## src/rtl/ifetch_unit.sv

```systemverilog
// rtl/ifetch_unit.sv - instruction fetch unit with a 2-entry decode queue
module ifetch_unit #(
    parameter logic [63:0] RESET_PC = 64'h0,
    parameter int          QDEPTH   = 2
) (
    input  logic        clk,
    input  logic        rst_n,
    output logic [63:0] pc_addr,
    input  logic [31:0] instruction,
    input  logic        imem_exc_en,
    input  logic [3:0]  imem_exc_code,
    input  logic [63:0] imem_exc_val,
    input  logic        redirect_en,
    input  logic [63:0] redirect_pc,
    output logic        out_valid,
    input  logic        out_ready,
    output logic [31:0] out_instr,
    output logic [63:0] out_pc,
    output logic        out_exc_en,
    output logic [3:0]  out_exc_code,
    output logic [63:0] out_exc_val
);

    typedef enum logic {
        FETCH = 1'b0,
        HALT  = 1'b1
    } state_e;

    localparam logic [31:0] NOP_INSTR = 32'h0000_0013;
    localparam logic [1:0]  FULL_CNT  = 2'(QDEPTH);

    state_e      state_q;
    logic [63:0] fetch_pc_q;
    logic [1:0]  count_q;
    logic        rd_ptr_q;
    logic        wr_ptr_q;

    logic [31:0] q_instr_q [2];
    logic [63:0] q_pc_q    [2];
    logic        q_exc_en_q[2];
    logic [3:0]  q_code_q  [2];
    logic [63:0] q_val_q   [2];

    logic        pop;
    logic        push;
    logic        misaligned;
    logic [31:0] new_instr;
    logic        new_exc_en;
    logic [3:0]  new_code;
    logic [63:0] new_val;
    logic [1:0]  count_d;

    assign pc_addr    = fetch_pc_q;
    assign out_valid  = (count_q != 2'd0);
    assign pop        = out_valid && out_ready;
    assign misaligned = (fetch_pc_q[1:0] != 2'b00);
    assign push       = (state_q == FETCH) && !redirect_en
                        && ((count_q != FULL_CNT) || pop);

    // A misaligned PC never reaches memory semantics: its response is discarded.
    always_comb begin
        new_instr  = instruction;
        new_exc_en = imem_exc_en;
        new_code   = imem_exc_code;
        new_val    = imem_exc_val;
        if (misaligned) begin
            new_instr  = NOP_INSTR;
            new_exc_en = 1'b1;
            new_code   = 4'd0;
            new_val    = fetch_pc_q;
        end
    end

    always_comb begin
        count_d = count_q;
        case ({push, pop})
            2'b10:   count_d = count_q + 2'd1;
            2'b01:   count_d = count_q - 2'd1;
            default: count_d = count_q;
        endcase
    end

    always_ff @(posedge clk) begin
        if (!rst_n) begin
            state_q    <= FETCH;
            fetch_pc_q <= RESET_PC;
            count_q    <= 2'd0;
            rd_ptr_q   <= 1'b0;
            wr_ptr_q   <= 1'b0;
        end else if (redirect_en) begin
            state_q    <= FETCH;
            fetch_pc_q <= redirect_pc;
            count_q    <= 2'd0;
            rd_ptr_q   <= 1'b0;
            wr_ptr_q   <= 1'b0;
        end else begin
            count_q <= count_d;
            if (pop) begin
                rd_ptr_q <= ~rd_ptr_q;
            end
            if (push) begin
                wr_ptr_q <= ~wr_ptr_q;
                // Faulting PC is held so the halt state keeps presenting it.
                if (new_exc_en) begin
                    state_q <= HALT;
                end else begin
                    fetch_pc_q <= fetch_pc_q + 64'd4;
                end
            end
        end
    end

    // Storage needs no reset: entries are only visible while counted.
    always_ff @(posedge clk) begin
        if (push) begin
            q_instr_q[wr_ptr_q]  <= new_instr;
            q_pc_q[wr_ptr_q]     <= fetch_pc_q;
            q_exc_en_q[wr_ptr_q] <= new_exc_en;
            q_code_q[wr_ptr_q]   <= new_code;
            q_val_q[wr_ptr_q]    <= new_val;
        end
    end

    always_comb begin
        out_instr    = NOP_INSTR;
        out_pc       = 64'd0;
        out_exc_en   = 1'b0;
        out_exc_code = 4'd0;
        out_exc_val  = 64'd0;
        if (out_valid) begin
            out_instr    = q_instr_q[rd_ptr_q];
            out_pc       = q_pc_q[rd_ptr_q];
            out_exc_en   = q_exc_en_q[rd_ptr_q];
            out_exc_code = q_code_q[rd_ptr_q];
            out_exc_val  = q_val_q[rd_ptr_q];
        end
    end

endmodule
```

## config.mk

```make
export PLATFORM = sky130hd
export DESIGN_NAME = ifetch_unit
export DESIGN_NICKNAME = d
export VERILOG_FILES = /design/src/rtl/ifetch_unit.sv
export SDC_FILE = /design/constraint.sdc
export NUM_CORES = 1
export LEC_CHECK = 0
export CAP_MARGIN = 20
export CORE_MARGIN = 2
export CORE_UTILIZATION = 50
export CTS_BUF_LIST = sky130_fd_sc_hd__clkbuf_4 sky130_fd_sc_hd__clkbuf_8 sky130_fd_sc_hd__clkbuf_16
export CTS_CLUSTER_DIAMETER = 60
export CTS_CLUSTER_SIZE = 12
export DETAILED_ROUTE_END_ITERATION = 16
export GPL_TIMING_DRIVEN = 1
export PLACE_DENSITY_LB_ADDON = 0.1
export SYNTH_ARGS = -nofsm -noshare
export SYNTH_HDL_FRONTEND = slang
export SYNTH_SLANG_ARGS = --single-unit
```

## constraint.sdc

```tcl
create_clock -name clk -period 10.9 [get_ports clk]
set_input_delay 2.18 -clock clk [delete_from_list [all_inputs] [get_ports clk]]
set_output_delay 2.18 -clock clk [all_outputs]
set_load 0.02 [all_outputs]
```

==> results of run 1 <==
final cells by class:
type,count,area [um2],share of cell area (%)
Antenna cell,11,27.5,0.120
Clock buffer,68,1200,5.23
Clock inverter,2,38.8,0.169
Inverter,15,57.6,0.251
Multi-Input combinational cell,821,5590,24.3
Sequential cell,400,11300,49.3
Tap cell,455,569,2.48
Timing Repair Buffer,416,4150,18.1
path summary, 6_finish.rpt:
kind,from,end,slack (ns),cells past startpoint
worst min-delay path,rd_ptr_q$_SDFFE_PP0P_,flip-flop,0.50,2
worst min register to register,rd_ptr_q$_SDFFE_PP0P_,flip-flop,0.50,2
worst max-delay path,flip-flop,out_pc[17],5.31,5
worst max register to register,count_q[1]$_SDFFE_PP0P_,q_pc_q[1][19]$_DFFE_PP_,7.88,5
worst max-delay path, stage by stage, from the launching register on:
cell and delay, ns:
dfxtp_4 0.34, buf_4 0.73, buf_4 0.80, mux2i_1 0.18
nor2_1 0.15, clkdlybuf4s50_1 0.63
synth_stat cells, types with 2 or more instances:
library cell,instances
a211oi_1,2
a21oi_1,28
a31oi_1,26
and2_1,38
and3_1,8
and4_1,10
buf_1,14
buf_2,5
clkbuf_1,62
dfxtp_1,70
edfxtp_1,330
inv_1,14
mux2_2,53
mux2i_1,168
nand2_1,45
nand2b_1,6
nand3_1,22
nand4_1,24
nor2_1,176
nor2b_1,5
nor3_1,12
nor4_1,17
o211a_1,3
o21a_1,2
o21ai_0,72
o311a_1,4
o31a_1,2
o31ai_1,18
or3_1,13
or4_1,23
xnor2_1,21
xor2_1,13
power breakdown:
part           total, mW  switching, mW  internal (mW)
combinational      0.460          0.240          0.220
sequential          1.82         0.0582           1.77
clock               1.31          0.538          0.772
sequential cells by signal, summed over array words and instances, names as in the netlist, named ones only:
| signal | count |
|---|---|
| q_instr_q | 64 |
| state_q | 1 |
| q_code_q | 8 |
| q_pc_q | 128 |
| rd_ptr_q | 1 |
| wr_ptr_q | 1 |
| q_val_q | 128 |
| count_q | 2 |
| q_exc_en_q | 2 |
| pc_addr | 64 |
through the flow:
step	std cells	hold WS (ns)	setup WS [ns]
2_1_floorplan	1318	0.472	0.848
3_3_place_gp	2105	0.486	5.12
3_5_place_dp	2105	0.488	5.08
4_1_cts	2175	0.507	5.20
5_1_grt	2185	0.564	5.05
6_report	2188	0.500	5.31
per-layer routing:
layer  global-route usage (%)  vias up
met3                     5.64       74
met2                     39.4      385
met5                        0        -
met4                     7.81        4
li1                         -     5693
met1                     31.0     5813
logic make-up (layout without fill, tap and decap cells):
group                      Yosys count  count (layout)  share of synthesized area, %
DFF                                400             400                          65.6
buffers and inverters               97             501                          2.19
xor gates and xnor gates            34              34                          1.73
other                                0              11                             0
and+or+nand+nor                    405             405                          11.8
AOI/OAI and AO/OA                  160             160                          5.46
adders and majority gates            1               1                        0.0725
muxes                              221             221                          13.2
==> run_results.csv, run 1 <==
group,metric,value,unit
place,dpl.hpwl,28.8,mm
sta,slew_viol_final,0,
cells_and_area,final_core_util,66.9,%
pwr,power.total,3.59,mW
setup_path,cp_max_fo,60,
sta,worst_pin_slew,1.11,ns
routing,wl_met3,3.05,mm
routing,dr.pass1.iters,6,
clocking,cts_buffers,39,
synth,synth_area_per_cell,13.1,um2
place,placed_area,21600,um2
synth,ys_ff_latch,400,
place,io_buffer_count,398,
setup_path,cp_data_required_time,8.72,ns
global_route,grtUsageTotal,23.8,%
clocking,htreeDepth,2,
floorplan,row_count,68,
place,globalplace.congestion,0.781,
routing,top_layer,"met5",
sta,fin_crit_sh,51.3,%
setup_path,worstSetupStartpointType,"flip-flop",
routing,wl_met2,21.2,mm
clocking,post-cts-setup-buffer-count,0,
setup_path,end_kind,"output port",
cells_and_area,mostFrequentLayoutCells,"clkdlybuf4s50_1 (397), edfxtp_1 (330), nor2_1 (173)",
cells_and_area,drive_gt1_share,8.94,%
routing,route.detailed.drc,0,
cells_and_area,area_growth,33.0,%
outcome,status,"finished, final reports clean",
synth,yosys.area.top_type,"edfxtp_1",
synth,synthFlopType,"edfxtp_1",
cells_and_area,mostFrequentLayoutCell,"clkdlybuf4s50_1",
synth,syn-cell-area,17200,um2
synth,yosysTopAreaCellShare,57.5,%
sta,max_freq,179,MHz
clocking,clk_pin_slew_worst_paths,0.06,ns
sta,max-slew-margin-rel,26.3,%
global_route,grt_pass1_wl,66.6,mm
floorplan,fp.dieArea,36000,um2
routing,vias_per_cell,5.47,
clocking,insertion_delay,0.52,ns
setup_path,criticalPathCategory,"flip-flop to output port",
routing,drtAntennaViolNets,0,
pwr,p_leak,7.45,nW
synth,synth_edf_count,330,
clocking,cts-root-buf,"clkbuf_16",
clocking,cts_resized,0,
global_route,antenna_found_initial,13,
synth,synth_cells,1318,
global_route,grt_overflow_total,0,
routing,wl_met1,18.4,mm
synth,syn_nets,1488,
hold_path,hp-class,"flip-flop to flip-flop",
cells_and_area,finalNetCount,1863,
synth,synth-async-reset-ratio,0,%
synth,ys_seq_area_share,65.6,%
clocking,cts_hold_buffers,0,
routing,wl_per_cell,20.1,um
sta,finalCriticalPeriod,5.59,ns
clocking,cts_buffer_depth,3,
sta,final_hold_viol_count,0,
sta,finalSetupTns,0,ns
routing,wirelength,43.9,mm
routing,vias,11969,
clocking,clock_sinks,400,
clocking,cts_tree,"yes",
pwr,power_density,157,nW/um2
job,max_cap_violations,0,
global_route,grt_pass1_vias,11679,
cells_and_area,stdcell_area,22900,um2
pwr,irDropWorstVdd,133,uV
cells_and_area,nFillCells,2590,
sta,skew,0.0131,ns
synth,ys_warn_count,0,
floorplan,dieWidth,190,um
sta,rsz0062_at_grt,"no",
routing,drt_iter0_drc,822,
synth,ys_top_cells_by_area,"edfxtp_1 (57%), mux2i_1 (9.8%), dfxtp_1 (8.1%)",
setup_path,cp.arrival,3.41,ns
floorplan,fp.dieH,190,um
synth,synth_cell_types,44,
floorplan,initial_core_util,50.3,%
floorplan,io_pins,399,
sta,setup_viol,0,
floorplan,core_area,34300,um2
global_route,grt_max_degree,89,
Power figures use the tool's default switching activity.
==> run 2, diff against run 1 <==
Settings changed: CORE_UTILIZATION 50 to 46.
Clock period 10.9 ns to 4.9 ns, I/O delays scaled along.
==> run 2 against run 1 <==
First-iteration DRC count grew 2.3%. Worst setup slack lost 4.2 ns. Cell area grew 0.74%.
==> run_results.csv, run 2 (synthesis results as in run 1) <==
group,metric,value,unit
outcome,status,"finished, final reports clean",
routing,route.detailed.drc,0,
floorplan,fp.dieArea,39100,um2
clocking,insertion_delay,0.52,ns
sta,final_hold_viol_count,0,
pwr,p_seq_share,49.9,%
cells_and_area,drive_gt1_share,9.26,%
pwr,switching_power,1.92,mW
clocking,clk_pin_slew_worst_paths,0.06,ns
sta,skew,0.0174,ns
routing,vias,12083,
global_route,grt_overflow_total,0,
floorplan,row_count,70,
hold_path,hp-class,"flip-flop to flip-flop",
cells_and_area,reg_top3,"q_pc_q (128), q_val_q (128)",
job,max_cap_violations,0,
routing,wirelength,46.0,mm
routing,vias_per_cell,5.48,
sta,setup_viol,0,
sta,max-slew-margin-rel,29.8,%
global_route,grt_pass1_wl,69.7,mm
place,globalplace.congestion,0.767,
floorplan,core_area,36800,um2
pwr,power_density,353,nW/um2
sta,rsz0062_at_grt,"no",
clocking,post-cts-setup-buffer-count,0,
sta,worst_pin_slew,1.05,ns
floorplan,dieWidth,198,um
place,dpl.hpwl,30.9,mm
cells_and_area,finalNetCount,1868,
global_route,grt_pass1_vias,11956,
sta,max_freq,266,MHz
cells_and_area,mostFrequentLayoutCell,"clkdlybuf4s50_1",
pwr,clkPwrFrac,37.5,%
global_route,grt_max_degree,80,
routing,dr.pass1.iters,5,
floorplan,io_pins,399,
pwr,p_leak,7.51,nW
place,dp.cells,2123,
routing,drtAntennaViolNets,0,
clocking,cts_hold_buffers,0,
routing,drt_iter0_drc,841,
clocking,cts_buffer_depth,3,
sta,finalCriticalPeriod,3.75,ns
routing,wl_per_cell,20.9,um
pwr,internal_power,6.23,mW
sta,fin_crit_sh,76.6,%
cells_and_area,area_growth,34.0,%
setup_path,end_kind,"output port",
cells_and_area,stdcell_count,2204,
setup_path,cp_data_required_time,3.92,ns
pwr,pwr-share-comb,12.7,%
floorplan,fp.dieH,198,um
pwr,irDropWorstVdd,270,uV
setup_path,cp.arrival,2.77,ns
setup_path,cp_max_fo,42,
floorplan,initial_core_util,46.9,%
pwr,swShare,23.5,%
sta,slew_viol_final,0,
global_route,grtUsageTotal,23.1,%
clocking,cts_tree,"yes",
place,io_buffer_count,398,
clocking,htreeDepth,2,
clocking,cts-root-buf,"clkbuf_16",
cells_and_area,mostFrequentLayoutCells,"clkdlybuf4s50_1 (397), edfxtp_1 (330), nor2_1 (173)",
setup_path,worstSetupStartpointType,"flip-flop",
pwr,power.total,8.15,mW
setup_path,criticalPathCategory,"flip-flop to output port",
clocking,cts_buffers,41,
sta,finalSetupTns,0,ns
global_route,antenna_found_initial,13,
clocking,clock_sinks,400,
clocking,cts_resized,0,
## run 2: power groups by stage
stage	sequential, mW	combinational [mW]	clock [mW]
after detailed placement	4.14	1.04	0
after global routing	4.09	1.11	3.26
after CTS	4.07	1.04	3.12
after floorplan	4.13	0.503	0
final	4.07	1.03	3.06
after global placement	4.13	1.02	0
## run 2: cell type report
cell class                 instances  area [um2]
clock buffer                      66        1210
fill                            2904       13700
timing repair buffer             419        4240
antenna                            8        20.0
inverter                          15        57.6
tap                              468         586
clock inverter                     7        95.1
sequential                       400       11300
multi-input combinational        821        5590
## run 2: critical path, cell delays in order, from the launching register on
cell	delay (ns)
dfxtp_4	0.89
buf_4	0.45
mux2i_1	0.12
nor2_1	0.14
clkdlybuf4s50_1	0.63
## run 2: stage by stage
step | util [%] | setup slack [ns] | hold WS [ns] | area, um2
5_1_grt | 62.8 | 0.988 | 0.542 | 23100
3_3_place_gp | 59.2 | 1.17 | 0.484 | 21800
2_1_floorplan | - | 0.691 | 0.472 | 17300
4_1_cts | 62.8 | 1.07 | 0.506 | 23100
3_5_place_dp | 59.2 | 1.09 | 0.487 | 21800
6_report | 62.8 | 1.15 | 0.501 | 23100
## run 2: worst paths after layout
kind                            from                       end  slack [ns]  cells past startpoint
max                        flip-flop                out_pc[34]        1.15                      4
min            rd_ptr_q$_SDFFE_PP0P_     rd_ptr_q$_SDFFE_PP0P_        0.50                      2
max reg2reg  pc_addr[2]$_SDFFE_PN0P_  pc_addr[52]$_SDFFE_PN0P_        1.92                      6
min reg2reg    rd_ptr_q$_SDFFE_PP0P_     rd_ptr_q$_SDFFE_PP0P_        0.50                      2
## run 2: layer usage
layer  share of wire, %  GRT usage, %  vias up
met5               0.12             0        -
met4                2.0          6.07        8
met3                6.9          5.46       66
met2                 49          38.7      362
met1                 42          30.3     5926
li1                   -             -     5721
==> run 3, diff against run 2 <==
Clock period 4.9 ns to 3.07 ns, I/O delays scaled along.
==> run 3 against run 2 <==
Die area unchanged. Non-clock buffer count increased by 47. Total power increased by 60%. Final cell count increased by 2.0%. Clock-buffer cell count increased by 3. Flip-flop and latch count unchanged. Clock skew increased by 0.0018 ns. Sequential share of layout area decreased by 0.81 points. Combinational power increased by 73%. Global-route usage decreased by 0.28 points. Critical path type unchanged. Highest routed layer unchanged.
==> run_results.csv, run 3 (synthesis results as in run 1) <==
group,metric,value,unit
clocking,cts_resized,0,
cells_and_area,finalNetCount,1915,
clocking,htreeDepth,2,
routing,drtAntennaViolNets,0,
floorplan,fp.dieArea,39100,um2
sta,slew_viol_final,0,
place,io_buffer_count,398,
cells_and_area,reg_top3,"q_pc_q (128), q_val_q (128)",
clocking,cts_buffer_depth,3,
sta,max-slew-margin-rel,38.8,%
pwr,p_leak,7.75,nW
sta,max_freq,341,MHz
setup_path,cp_max_fo,67,
clocking,cts_hold_buffers,0,
global_route,grt_overflow_total,0,
clocking,insertion_delay,0.52,ns
sta,finalCriticalPeriod,2.93,ns
cells_and_area,mostFrequentLayoutCell,"clkdlybuf4s50_1",
routing,wl_per_cell,20.4,um
global_route,grtUsageTotal,22.8,%
global_route,grt_pass1_wl,68.8,mm
place,placed_area,22200,um2
cells_and_area,mostFrequentLayoutCells,"clkdlybuf4s50_1 (397), edfxtp_1 (330), nor2_1 (173)",
job,max_cap_violations,0,
routing,dr.pass1.iters,5,
sta,setup_viol,0,
outcome,status,"finished, final reports clean",
routing,vias_per_cell,5.40,
floorplan,fp.dieH,198,um
routing,drt_iter0_drc,735,
global_route,antenna_found_initial,6,
clocking,cts_tree,"yes",
sta,final_hold_viol_count,0,
hold_path,hp-class,"flip-flop to flip-flop",
sta,worst_pin_slew,0.918,ns
floorplan,dieWidth,198,um
pwr,power_density,554,nW/um2
routing,wirelength,45.8,mm
cells_and_area,drive_gt1_share,11.7,%
sta,holdWs,0.511,ns
routing,vias,12131,
place,dpl.hpwl,31.2,mm
cells_and_area,stdcell_area,23500,um2
clocking,clk_pin_slew_worst_paths,0.06,ns
pwr,power.total,13.0,mW
floorplan,core_area,36800,um2
setup_path,cp.arrival,2.32,ns
setup_path,criticalPathCategory,"flip-flop to output port",
clocking,cts-root-buf,"clkbuf_16",
pwr,irDropWorstVdd,366,uV
setup_path,worstSetupStartpointType,"flip-flop",
setup_path,cp_data_required_time,2.46,ns
clocking,post-cts-setup-buffer-count,0,
clocking,clock_sinks,400,
global_route,grt_max_degree,90,
cells_and_area,nFillCells,2868,
cells_and_area,area_growth,36.3,%
floorplan,row_count,70,
place,globalplace.congestion,0.779,
setup_path,end_kind,"output port",
clocking,cts_buffers,41,
global_route,grt_pass1_vias,11975,
routing,route.detailed.drc,0,
sta,fin_crit_sh,95.5,%
sta,skew,0.0192,ns
sta,rsz0062_at_grt,"no",
floorplan,io_pins,399,
floorplan,initial_core_util,46.9,%
run 3: critical path, cell delays in order, from the launching register on:
cell and delay (ns):
dfxtp_4 0.40, buf_12 0.38, mux2i_1 0.14, nor2_1 0.10, clkdlybuf4s50_1 0.67
run 3: where the power goes:
| part | internal [mW] | leakage, nW | switching (mW) |
|---|---|---|---|
| clock network | 2.87 | 0.664 | 1.95 |
| logic | 0.840 | 3.37 | 0.939 |
| registers | 6.27 | 3.73 | 0.145 |
| total | 9.97 | 7.75 | 3.03 |
run 3: stage by stage:
step | setup WS, ns | util [%] | setup TNS, ns | instances
floorplan | -0.688 | - | -155.81 | 1318
global placement | 0.0273 | 60.3 | 0 | 2170
detailed placement | 0.0245 | 60.3 | 0 | 2170
CTS | 0.0846 | 63.8 | 0 | 2243
global route | 0.0162 | 63.9 | 0 | 2246
finish | 0.138 | 63.9 | 0 | 2248
run 3: worst paths after layout:
path / startpoint / to / slack, ns / depth (start not counted)
max: flip-flop / out_exc_val[60] / 0.14 / 4
min: rd_ptr_q$_SDFFE_PP0P_ / rd_ptr_q$_SDFFE_PP0P_ / 0.51 / 2
max reg2reg: pc_addr[31]$_SDFFE_PN0P_ / pc_addr[53]$_SDFFE_PN0P_ / 0.41 / 5
min reg2reg: rd_ptr_q$_SDFFE_PP0P_ / rd_ptr_q$_SDFFE_PP0P_ / 0.51 / 2
run 3: layer usage:
| metal | share of wire (%) | vias up | track usage [%] |
|---|---|---|---|
| li1 | - | 5799 | - |
| met1 | 42 | 5910 | 29.6 |
| met2 | 49 | 358 | 38.1 |
| met3 | 7.5 | 62 | 6.04 |
| met4 | 1.9 | 2 | 6.02 |
| met5 | 0.033 | - | 0 |
run 3: cell type report:
cell class,count,area (um2),area share [%]
diodes,5,12.5,0.0532
clock buffers,69,1250,5.31
clock inverters,4,57.6,0.245
inverters,15,57.6,0.245
multi-input cells,821,5600,23.8
flip-flops and latches,400,11300,48.1
well taps,468,586,2.49
repair buffers,466,4630,19.7
